--- config.mk ---
export PLATFORM = sky130hd
export DESIGN_NAME = adc_capture_engine_flat
export DESIGN_NICKNAME = d
export VERILOG_FILES = /design/src/rtl/adc_capture_engine_if.sv /design/src/rtl/adc_capture_engine.sv /design/src/flat_wrapper.sv
export SDC_FILE = /design/constraint.sdc
export NUM_CORES = 1
export LEC_CHECK = 0
export BUFFER_PORTS_ARGS = -buffer_cell sky130_fd_sc_hd__buf_2
export CORE_MARGIN = 2
export CORE_UTILIZATION = 53
export CTS_CLUSTER_SIZE = 20
export DETAILED_ROUTE_END_ITERATION = 16
export PLACE_DENSITY = 0.8
export SLEW_MARGIN = 0
export SYNTH_ARGS = -nofsm -noshare
export SYNTH_HDL_FRONTEND = slang
export SYNTH_SLANG_ARGS = --single-unit
--- constraint.sdc ---
create_clock -name i_clock -period 2.7 [get_ports i_clock]
set_input_delay 0.27 -clock i_clock [delete_from_list [all_inputs] [get_ports i_clock]]
set_output_delay 0.27 -clock i_clock [all_outputs]
set_load 0.02 [all_outputs]
--- src/rtl/adc_capture_engine_if.sv ---
// Purpose : bundles the ADC sample stream, capture controls and RAM write port of adc_capture_engine.
// Latency : none, wiring only.
// Backpressure: none; the RAM side always accepts a write, the ADC side is a plain strobe.
// Ports (slave = capture engine, master = whoever drives it):
//   i_data/i_valid            packed channel samples and their one-cycle strobe
//   i_start/i_abort           capture start pulse and cancel
//   i_memory_size/i_decimation capture length and keep-1-of-N factor, latched at start
//   i_threshold               channel-0 trigger level (only with ADC_CAPTURE_TRIG_EN)
//   o_wr_en/o_addr/o_data     registered RAM write port
//   o_busy/o_end              status
interface adc_capture_engine_if #(
   parameter int ZMOD_DATA_SIZE    = 14,
   parameter int SAMPLER_DATA_SIZE = 16,
   parameter int ADDR_SIZE         = 12,
   parameter int NUM_CHANNELS      = 2,
   parameter int DEC_SIZE          = 8
) ();
   logic [NUM_CHANNELS*ZMOD_DATA_SIZE-1:0]    i_data;
   logic                                      i_valid;
   logic                                      i_start;
   logic                                      i_abort;
   logic [ADDR_SIZE-1:0]                      i_memory_size;
   logic [DEC_SIZE-1:0]                       i_decimation;
`ifdef ADC_CAPTURE_TRIG_EN
   logic [ZMOD_DATA_SIZE-1:0]                 i_threshold;
`endif
   logic                                      o_wr_en;
   logic [ADDR_SIZE-1:0]                      o_addr;
   logic [NUM_CHANNELS*SAMPLER_DATA_SIZE-1:0] o_data;
   logic                                      o_busy;
   logic                                      o_end;

`ifdef ADC_CAPTURE_TRIG_EN
   modport slave (
      input  i_data, i_valid, i_start, i_abort, i_memory_size, i_decimation, i_threshold,
      output o_wr_en, o_addr, o_data, o_busy, o_end
   );
   modport master (
      output i_data, i_valid, i_start, i_abort, i_memory_size, i_decimation, i_threshold,
      input  o_wr_en, o_addr, o_data, o_busy, o_end
   );
`else
   modport slave (
      input  i_data, i_valid, i_start, i_abort, i_memory_size, i_decimation,
      output o_wr_en, o_addr, o_data, o_busy, o_end
   );
   modport master (
      output i_data, i_valid, i_start, i_abort, i_memory_size, i_decimation,
      input  o_wr_en, o_addr, o_data, o_busy, o_end
   );
`endif
endinterface

--- src/rtl/adc_capture_engine.sv ---
// Purpose : captures NUM_CHANNELS sign-extended ADC streams into sample RAM with programmable length/decimation.
// Latency : i_valid sampled at edge k -> o_wr_en/o_addr/o_data valid during cycle k+1.
// Backpressure: none; samples arriving while not writing are dropped, i_start ignored while busy.
// Ports: i_clock, i_reset (synchronous, active high), bus (adc_capture_engine_if.slave).
// Optional feature macro ADC_CAPTURE_TRIG_EN: adds i_threshold and an ARM state that waits for a
// rising channel-0 crossing of the threshold before writing; undefined -> start goes straight to WRITE.
module adc_capture_engine #(
   parameter int ZMOD_DATA_SIZE    = 14,
   parameter int SAMPLER_DATA_SIZE = 16,
   parameter int ADDR_SIZE         = 12,
   parameter int NUM_CHANNELS      = 2,
   parameter int DEC_SIZE          = 8,
   parameter int END_HOLD          = 4
) (
   input logic                 i_clock,
   input logic                 i_reset,
   adc_capture_engine_if.slave bus
);
   // One extra counter bit so a size of 2**ADDR_SIZE is representable.
   localparam int CW  = ADDR_SIZE + 1;
   localparam int ECW = $clog2(END_HOLD + 1);

   typedef enum logic [1:0] {S_IDLE, S_ARM, S_WRITE, S_END} state_t;

   state_t                                   state, state_nxt;
   logic [CW-1:0]                            size_q;
   logic [CW-1:0]                            wr_cnt;
   logic [DEC_SIZE-1:0]                      dec_q;
   logic [DEC_SIZE-1:0]                      dec_cnt;
   logic [DEC_SIZE-1:0]                      dec_cnt_adv;
   logic [ECW-1:0]                           end_cnt;
   logic [NUM_CHANNELS*SAMPLER_DATA_SIZE-1:0] sext;
   logic                                     take;
   logic                                     last;
   logic                                     trig;
   logic                                     start_ok;

`ifdef ADC_CAPTURE_TRIG_EN
   logic signed [ZMOD_DATA_SIZE-1:0] ch0_cur;
   logic signed [ZMOD_DATA_SIZE-1:0] ch0_prev;
   logic signed [ZMOD_DATA_SIZE-1:0] thr;
   logic                             prev_vld;

   assign ch0_cur = $signed(bus.i_data[ZMOD_DATA_SIZE-1:0]);
   assign thr     = $signed(bus.i_threshold);
   // No crossing can be judged until a previous sample exists in this ARM period.
   assign trig    = (state == S_ARM) && bus.i_valid && prev_vld &&
                    (ch0_prev < thr) && (ch0_cur >= thr);
`else
   assign trig    = 1'b0;
`endif

   // Per-channel sign extension; a signed size cast replicates the top bit.
   always_comb begin
      sext = '0;
      for (int k = 0; k < NUM_CHANNELS; k++) begin
         sext[k*SAMPLER_DATA_SIZE +: SAMPLER_DATA_SIZE] =
            SAMPLER_DATA_SIZE'($signed(bus.i_data[k*ZMOD_DATA_SIZE +: ZMOD_DATA_SIZE]));
      end
   end

   assign last        = (wr_cnt + CW'(1)) == size_q;
   assign dec_cnt_adv = (dec_cnt == dec_q - DEC_SIZE'(1)) ? '0 : dec_cnt + DEC_SIZE'(1);
   assign start_ok    = (state == S_IDLE) && bus.i_start && !bus.i_abort;

   always_comb begin
      state_nxt = state;
      take      = 1'b0;
      case (state)
         S_IDLE: begin
            if (bus.i_start) begin
`ifdef ADC_CAPTURE_TRIG_EN
               state_nxt = S_ARM;
`else
               state_nxt = S_WRITE;
`endif
            end
         end
         S_ARM: begin
            // The crossing sample itself is the first one written.
            if (trig) begin
               take      = 1'b1;
               state_nxt = last ? S_END : S_WRITE;
            end
         end
         S_WRITE: begin
            if (bus.i_valid && (dec_cnt == '0)) begin
               take = 1'b1;
               if (last) state_nxt = S_END;
            end
         end
         S_END: begin
            if (end_cnt == ECW'(END_HOLD - 1)) state_nxt = S_IDLE;
         end
         default: state_nxt = S_IDLE;
      endcase
      // Abort wins over everything and suppresses the write on its edge.
      if (bus.i_abort) begin
         state_nxt = S_IDLE;
         take      = 1'b0;
      end
   end

   always_ff @(posedge i_clock) begin
      if (i_reset) begin
         state       <= S_IDLE;
         size_q      <= '0;
         wr_cnt      <= '0;
         dec_q       <= '0;
         dec_cnt     <= '0;
         end_cnt     <= '0;
         bus.o_wr_en <= 1'b0;
         bus.o_addr  <= '0;
         bus.o_data  <= '0;
      end else begin
         state       <= state_nxt;
         bus.o_wr_en <= take;
         end_cnt     <= (state == S_END) ? end_cnt + ECW'(1) : '0;
         if (take) begin
            bus.o_addr <= wr_cnt[ADDR_SIZE-1:0];
            bus.o_data <= sext;
            wr_cnt     <= wr_cnt + CW'(1);
         end
         // Decimation phase advances on every sample seen while writing, kept or not.
         if (!bus.i_abort && (((state == S_WRITE) && bus.i_valid) || trig))
            dec_cnt <= dec_cnt_adv;
         if (start_ok) begin
            size_q  <= (bus.i_memory_size == '0) ? {1'b1, {ADDR_SIZE{1'b0}}}
                                                 : {1'b0, bus.i_memory_size};
            dec_q   <= (bus.i_decimation == '0) ? DEC_SIZE'(1) : bus.i_decimation;
            dec_cnt <= '0;
            wr_cnt  <= '0;
         end
      end
   end

`ifdef ADC_CAPTURE_TRIG_EN
   always_ff @(posedge i_clock) begin
      if (i_reset) begin
         ch0_prev <= '0;
         prev_vld <= 1'b0;
      end else if (start_ok) begin
         prev_vld <= 1'b0;
      end else if ((state == S_ARM) && bus.i_valid && !bus.i_abort) begin
         ch0_prev <= ch0_cur;
         prev_vld <= 1'b1;
      end
   end
`endif

   assign bus.o_busy = (state != S_IDLE);
   assign bus.o_end  = (state == S_END);
endmodule

--- src/flat_wrapper.sv ---
// flat-port wrapper written by rule: the top's interface ports become plain ports
module adc_capture_engine_flat 
#(
   parameter int ZMOD_DATA_SIZE    = 14,
   parameter int SAMPLER_DATA_SIZE = 16,
   parameter int ADDR_SIZE         = 12,
   parameter int NUM_CHANNELS      = 2,
   parameter int DEC_SIZE          = 8,
   parameter int END_HOLD          = 4
)
  (i_clock, i_reset, bus_i_data, bus_i_valid, bus_i_start, bus_i_abort, bus_i_memory_size, bus_i_decimation, bus_o_wr_en, bus_o_addr, bus_o_data, bus_o_busy, bus_o_end);
  adc_capture_engine_if #(.ZMOD_DATA_SIZE(ZMOD_DATA_SIZE), .SAMPLER_DATA_SIZE(SAMPLER_DATA_SIZE), .ADDR_SIZE(ADDR_SIZE), .NUM_CHANNELS(NUM_CHANNELS), .DEC_SIZE(DEC_SIZE)) bus_i ();
  input logic i_clock;
  input logic i_reset;
  input wire logic [$bits(bus_i.i_data)-1:0] bus_i_data;
  input wire logic [$bits(bus_i.i_valid)-1:0] bus_i_valid;
  input wire logic [$bits(bus_i.i_start)-1:0] bus_i_start;
  input wire logic [$bits(bus_i.i_abort)-1:0] bus_i_abort;
  input wire logic [$bits(bus_i.i_memory_size)-1:0] bus_i_memory_size;
  input wire logic [$bits(bus_i.i_decimation)-1:0] bus_i_decimation;
  output wire logic [$bits(bus_i.o_wr_en)-1:0] bus_o_wr_en;
  output wire logic [$bits(bus_i.o_addr)-1:0] bus_o_addr;
  output wire logic [$bits(bus_i.o_data)-1:0] bus_o_data;
  output wire logic [$bits(bus_i.o_busy)-1:0] bus_o_busy;
  output wire logic [$bits(bus_i.o_end)-1:0] bus_o_end;
  assign bus_i.i_data = bus_i_data;
  assign bus_i.i_valid = bus_i_valid;
  assign bus_i.i_start = bus_i_start;
  assign bus_i.i_abort = bus_i_abort;
  assign bus_i.i_memory_size = bus_i_memory_size;
  assign bus_i.i_decimation = bus_i_decimation;
  assign bus_o_wr_en = bus_i.o_wr_en;
  assign bus_o_addr = bus_i.o_addr;
  assign bus_o_data = bus_i.o_data;
  assign bus_o_busy = bus_i.o_busy;
  assign bus_o_end = bus_i.o_end;
  adc_capture_engine #(.ZMOD_DATA_SIZE(ZMOD_DATA_SIZE), .SAMPLER_DATA_SIZE(SAMPLER_DATA_SIZE), .ADDR_SIZE(ADDR_SIZE), .NUM_CHANNELS(NUM_CHANNELS), .DEC_SIZE(DEC_SIZE), .END_HOLD(END_HOLD)) u_core (.i_clock(i_clock), .i_reset(i_reset), .bus(bus_i));
endmodule
### Yosys cells after proc, flatten, opt, wreduce, memory -nomap -nowiden

Cells that the tools add are included.

* latch bits: 0
* output and inout bits: 47
* memories: 0
* bits in registers: 90
* input bits: 53
* ROM bits: 0
* RAM bits: 0

* bitwise logic cells: 2
* equality and inequality tests: 10
* magnitude comparators: 0
* div/mod/pow operators: 0
* shift operators: 0
* muxes and demuxes: 11
* multiply operators: 0
* $add $sub $neg: 4
* reductions and logical operators: 15

Operators by type and width (count)
* logical NOT 8 bit: 2
* 2-to-1 mux 8 bit: 2
* adder 13 x 1 -> 13 bit (second input constant): 1
* equality test 13 bit: 1
* 2-to-1 mux 13 bit: 1
* logical NOT 12 bit: 1
* adder 8 x 1 -> 8 bit (second input constant): 1
* equality test 8 bit: 1
* 2-to-1 mux 2 bit: 4
* subtractor 8 x 1 -> 8 bit (second input constant): 1
* != test 2 x 1 -> 1 bit (second input constant): 3
* case mux 2 bit (3 select lines): 1
* OR reduction 2 bit: 3
* logical AND 1 bit: 5
* AND reduction 5 bit: 1
* equality test 2 bit (second input constant): 2
* adder 3 x 1 -> 3 bit (second input constant): 1
* equality test 3 x 2 -> 1 bit (second input constant): 1
* 2-to-1 mux 1 bit: 3
* equality test 2 x 1 -> 1 bit (second input constant): 1
* logical NOT 2 bit: 1
* != test 2 bit (second input constant): 1
* inverter 1 bit: 2
* nonzero test 2 bit: 1
* logical NOT 1 bit: 1

### Depth between registers and ports, before layout

* depth after elaboration: 5
* mapped depth: 9
* gate-level depth less buffers: 8

### Worst setup path after synthesis

No wires, ideal clock.

* path type: reg-to-reg
* from: register u_core.dec_q[0]
* to: register u_core.dec_cnt[2]
* data required time: 2578 ps
* path buffers: 1
* stages on the path, launching flop included: 10
* clock period less this slack: 1949 ps
* path slack: 751 ps
* data arrival time: 1827 ps
* setup time: 122 ps
* cells stage by stage: dfxtp_1 > inv_1 > ha_1 > buf_2 > xnor2_1 > o2bb2ai_1 > a2111oi_2 > o2111ai_1 > o21ai_2 > nor2_1

* word-level cells in the longest chain between the ends: 3

RTL lines
* from (decl): line adc_capture_engine.sv:28 `logic [DEC_SIZE-1:0] dec_q;`
* from (signal assigned): line adc_capture_engine.sv:130 `dec_q <= (bus.i_decimation == '0) ? DEC_SIZE'(1) : bus.i_decimation;`
* subtractor 8 x 1 -> 8 bit: line adc_capture_engine.sv:63 `assign dec_cnt_adv = (dec_cnt == dec_q - DEC_SIZE'(1)) ? '0 : dec_cnt + DEC_SIZE'(1);`
* equality test 8 bit: line adc_capture_engine.sv:63
* 2-to-1 mux 8 bit: line adc_capture_engine.sv:63
* to (signal assigned): line adc_capture_engine.sv:126 `dec_cnt <= dec_cnt_adv;`
* to (decl): line adc_capture_engine.sv:29 `logic [DEC_SIZE-1:0] dec_cnt;`

No other way between the ends.
A chain may end at the register's enable or synchronous reset.

### Final worst setup path

* from: register u_core.wr_cnt[0]
* to: register u_core.state[0]

* word-level cells in the longest chain between the ends: 4

RTL lines
* from (decl): line adc_capture_engine.sv:27 `logic [CW-1:0] wr_cnt;`
* from (signal assigned): line adc_capture_engine.sv:122 `wr_cnt <= wr_cnt + CW'(1);`
* adder 13 x 1 -> 13 bit: line adc_capture_engine.sv:62 `assign last = (wr_cnt + CW'(1)) == size_q;`
* equality test 13 bit: line adc_capture_engine.sv:62
* != test 2 x 1 -> 1 bit (no source line)
* AND reduction 5 bit (no source line)
* to (signal assigned): line adc_capture_engine.sv:116 `state <= state_nxt;`
* to (decl): line adc_capture_engine.sv:25 `state_t state, state_nxt;`

No other way between the ends.

==> metrics.log <==
[metrics] slowest CP cell: sky130_fd_sc_hd__dfxtp_1
[metrics] worst clock skew on the final layout: 11.3 ps
[metrics] maximum number of pins on one net before global-route repair: 37
[metrics] H-tree levels: 3
[metrics] crit-path leading delay family: compound AO/OA/AOI/OAI gates
[metrics] clk sink count: 88
[metrics] top cell type by total area after synthesis: sky130_fd_sc_hd__dfxtp_1
[metrics] Initial Util: 0.549
[metrics] final worst hold slack: 122 ps
[metrics] Post-Synthesis Net Count: 556
[metrics] die width: 90.9 um
[metrics] overall via count from detail_route: 3639
[metrics] CTS Buffer Depth: 2
[metrics] overall die height: 90.9 um
[metrics] reported leakage power: 1.93 nW
[metrics] DRT antenna net count: 0
[metrics] count of buffers from port buffering: 99
[metrics] hold crit path type: in2reg
[metrics] synthesized area per cell: 8.05 um^2
[metrics] number of DRC markers in iteration 0: 176
[metrics] average via count per standard cell: 5.32
[metrics] power per unit of standard cell area: 524 mW/mm^2
[metrics] Post-Route Setup TNS: 0 ps
[metrics] EDFF count, synth: 0
[metrics] Crit path buffers/inverters: 0
[metrics] die footprint: 0.00826 mm^2
[metrics] Post-Syn Area: 0.00400 mm^2
[metrics] number of slew-limit violations in the final report: 0
[metrics] outcome: finished clean
[metrics] Setup violations, final: 0
[metrics] Worst Path Arrival: 2500 ps
[metrics] number of post-CTS setup repair buffers: 0
[metrics] number of buffers added by the clock tree synthesis step: 9
[metrics] aggregate global-route resource usage: 0.233
[metrics] Cells after DPL: 668
[metrics] share of synthesized registers carrying an async set or reset: 0
[metrics] capturing element type of the critical path: register
[metrics] Reg clk slew, reported paths: 90 ps
[metrics] Post-Route Utilization: 0.643
[metrics] worst vdd rail ir drop: 0.000408 V
[metrics] first-pass GRT wire length: 15800 um
[metrics] clock tree from TritonCTS: built
[metrics] Root Buffer: sky130_fd_sc_hd__clkbuf_8
[metrics] IO Pins: 100
[metrics] fraction of final layout cells sized beyond drive strength 1: 0.226
[metrics] area share of the largest cell type after synthesis: 0.440
[metrics] synth unique cells: 47
[metrics] biggest fanout along the worst timing path: 6
[metrics] vias in the first global route: 3489
[metrics] number of nets in the layout: 639
[metrics] setup repair after global routing missed its margin: no
[metrics] CTS-repair resized insts: 0
[metrics] standard-cell row count: 31
[metrics] number of antenna violations at the first check in global routing: 0
[metrics] top_reg_cell synth: sky130_fd_sc_hd__dfxtp_1
[metrics] Cell Count, Final, Fillers Out: 684
[metrics] yosys warns: 0
[metrics] max-cap violation count: 0
[metrics] DRT Wirelength: 9260 um
[metrics] gp weighted congestion: 0.863
[metrics] area growth from synthesis to final layout: 17.2%
[metrics] minimum clock period after layout: 2230 ps
[metrics] Synth Instances: 497
[metrics] DRC violation count after routing: 0
[metrics] final cycle utilization of the critical path: 0.825
[metrics] Multi-input gate area: 0.00203 mm^2
[metrics] FILL cells: 655
[metrics] maximum cell stage delay along the critical path: 490 ps
[metrics] latest clock arrival within the worst-skew pair: 360 ps
[metrics] portion of the post-synthesis area used by sequential elements: 0.440
[metrics] final-report hold violation count: 0
[metrics] hold buffers post-CTS: 0
[metrics] combined flip-flop and latch cell area: 0.00176 mm^2
[metrics] synth cell count leaders: 128 x sky130_fd_sc_hd__nand2_1, 88 x sky130_fd_sc_hd__dfxtp_1, 61 x sky130_fd_sc_hd__a21oi_1
[metrics] register bit total from synthesis: 88
[metrics] critical path launch point type: register
[metrics] relative max-transition margin: 0.547
[metrics] maximum clock rate: 449 MHz
[metrics] Worst EP required: 2970 ps
[metrics] chain of cells forming the critical path: ha_1 > nand3_2 > o21a_1 > or3_1 > a21oi_1 > a41oi_1 > o31ai_1
[metrics] first drt pass iteration count: 5
[metrics] number of antenna diodes: 0
[metrics] leading post-synthesis cells by cell area: sky130_fd_sc_hd__dfxtp_1 44%, sky130_fd_sc_hd__nand2_1 12%, sky130_fd_sc_hd__a21oi_1 7.6%, sky130_fd_sc_hd__xor2_1 5.3%, sky130_fd_sc_hd__xnor2_1 4.8%
[metrics] Routed wire per std cell: 13.5 um
[metrics] Core ar.: 0.00729 mm^2
[metrics] total congestion overflow after global routing: 0
[metrics] post-DP HPWL: 6920 um
[metrics] most frequent cell after synthesis: sky130_fd_sc_hd__nand2_1
[metrics] transition time at the pin with the least slew margin: 680 ps
[metrics] Worst Path Class, Setup: reg2reg
-- sequential cells by signal (all words and copies together), names as in the netlist --
name and cells:
u_core.state 2, u_core.wr_cnt 13, u_core.bus.o_wr_en 1, u_core.dec_cnt 8, u_core.bus.o_addr 12, u_core.dec_q 8
u_core.bus.o_data 28, u_core.size_q 13, u_core.end_cnt 3
-- power breakdown --
group | total (mW) | switching [mW] | internal, mW | leakage (nW)
Clock | 0.907 | 0.474 | 0.433 | 0.0933
Combinational | 0.211 | 0.122 | 0.0890 | 1.13
Sequential | 1.34 | 0.0202 | 1.32 | 0.712
Total | 2.46 | 0.616 | 1.84 | 1.93
-- kinds of logic (layout without fill, tap and decap cells) --
family,after synthesis,count (layout),share of synthesized area
and+or+nand+nor,225,225,0.258
AOI/OAI and AO/OA,90,90,0.130
DFF,88,88,0.440
xor gates and xnor gates,46,46,0.101
buffers and inverters,42,130,0.0519
adders and majority gates,6,6,0.0188
-- worst paths after layout --
check / endpoint / from / depth (start not counted) / slack [ps]
worst min-delay path: u_core.state[1] / bus_i_abort / 2 / 120
worst max register to register: u_core.state[0] / u_core.wr_cnt[0] / 7 / 470
worst min register to register: u_core.end_cnt[0] / u_core.end_cnt[0] / 1 / 430
worst max-delay path: u_core.state[0] / u_core.wr_cnt[0] / 7 / 470
-- layer usage --
layer	GRT usage	wire (um)	up-vias
met2	0.377	4310	110
met4	0.101	182	0
met1	0.290	4130	1680
met3	0.0643	640	17
li1	-	-	1832
met5	0	0	-
-- layout make-up --
type	instances	share of cell area
Clock inverter	6	0.0144
Timing Repair Buffer	106	0.117
Inverter	8	0.00640
Multi-Input combinational cell	367	0.433
Clock buffer	10	0.0272
Tap cell	99	0.0264
Sequential cell	88	0.376
-- cell usage in the layout, fill, tap and decap left out, types with 2 or more instances in the layout --
| cell | instances |
|---|---|
| sky130_fd_sc_hd__clkinvlp_4 | 2 |
| sky130_fd_sc_hd__ha_1 | 6 |
| sky130_fd_sc_hd__buf_4 | 7 |
| sky130_fd_sc_hd__a22o_1 | 5 |
| sky130_fd_sc_hd__and3_1 | 4 |
| sky130_fd_sc_hd__xnor2_1 | 22 |
| sky130_fd_sc_hd__nand3_2 | 2 |
| sky130_fd_sc_hd__nor4_1 | 7 |
| sky130_fd_sc_hd__a31oi_1 | 2 |
| sky130_fd_sc_hd__o31ai_1 | 2 |
| sky130_fd_sc_hd__nor2b_1 | 3 |
| sky130_fd_sc_hd__nand4_1 | 7 |
| sky130_fd_sc_hd__o21ai_0 | 8 |
| sky130_fd_sc_hd__or3_1 | 2 |
| sky130_fd_sc_hd__nor3_1 | 12 |
| sky130_fd_sc_hd__dfxtp_1 | 88 |
| sky130_fd_sc_hd__nand2_1 | 128 |
| sky130_fd_sc_hd__clkbuf_8 | 9 |
| sky130_fd_sc_hd__a21oi_1 | 61 |
| sky130_fd_sc_hd__o2111ai_1 | 2 |
| sky130_fd_sc_hd__nand2b_1 | 2 |
| sky130_fd_sc_hd__inv_6 | 2 |
| sky130_fd_sc_hd__nand3_1 | 10 |
| sky130_fd_sc_hd__xor2_1 | 24 |
| sky130_fd_sc_hd__and2_1 | 5 |
| sky130_fd_sc_hd__inv_1 | 8 |
| sky130_fd_sc_hd__nor2_1 | 31 |
| sky130_fd_sc_hd__nor3_2 | 2 |
| sky130_fd_sc_hd__buf_2 | 99 |
| sky130_fd_sc_hd__nand4_2 | 2 |
-- through the flow --
step           area [um^2]  power, mW  setup slack [ps]
2_1_floorplan         4000       1.50               751
3_3_place_gp          4490       1.57               607
3_5_place_dp          4490       1.58               521
4_1_cts               4690       2.47               488
5_1_grt               4690       2.56               336
6_report              4690       2.46               473
Note: power is estimated with default switching activity, not from simulation.
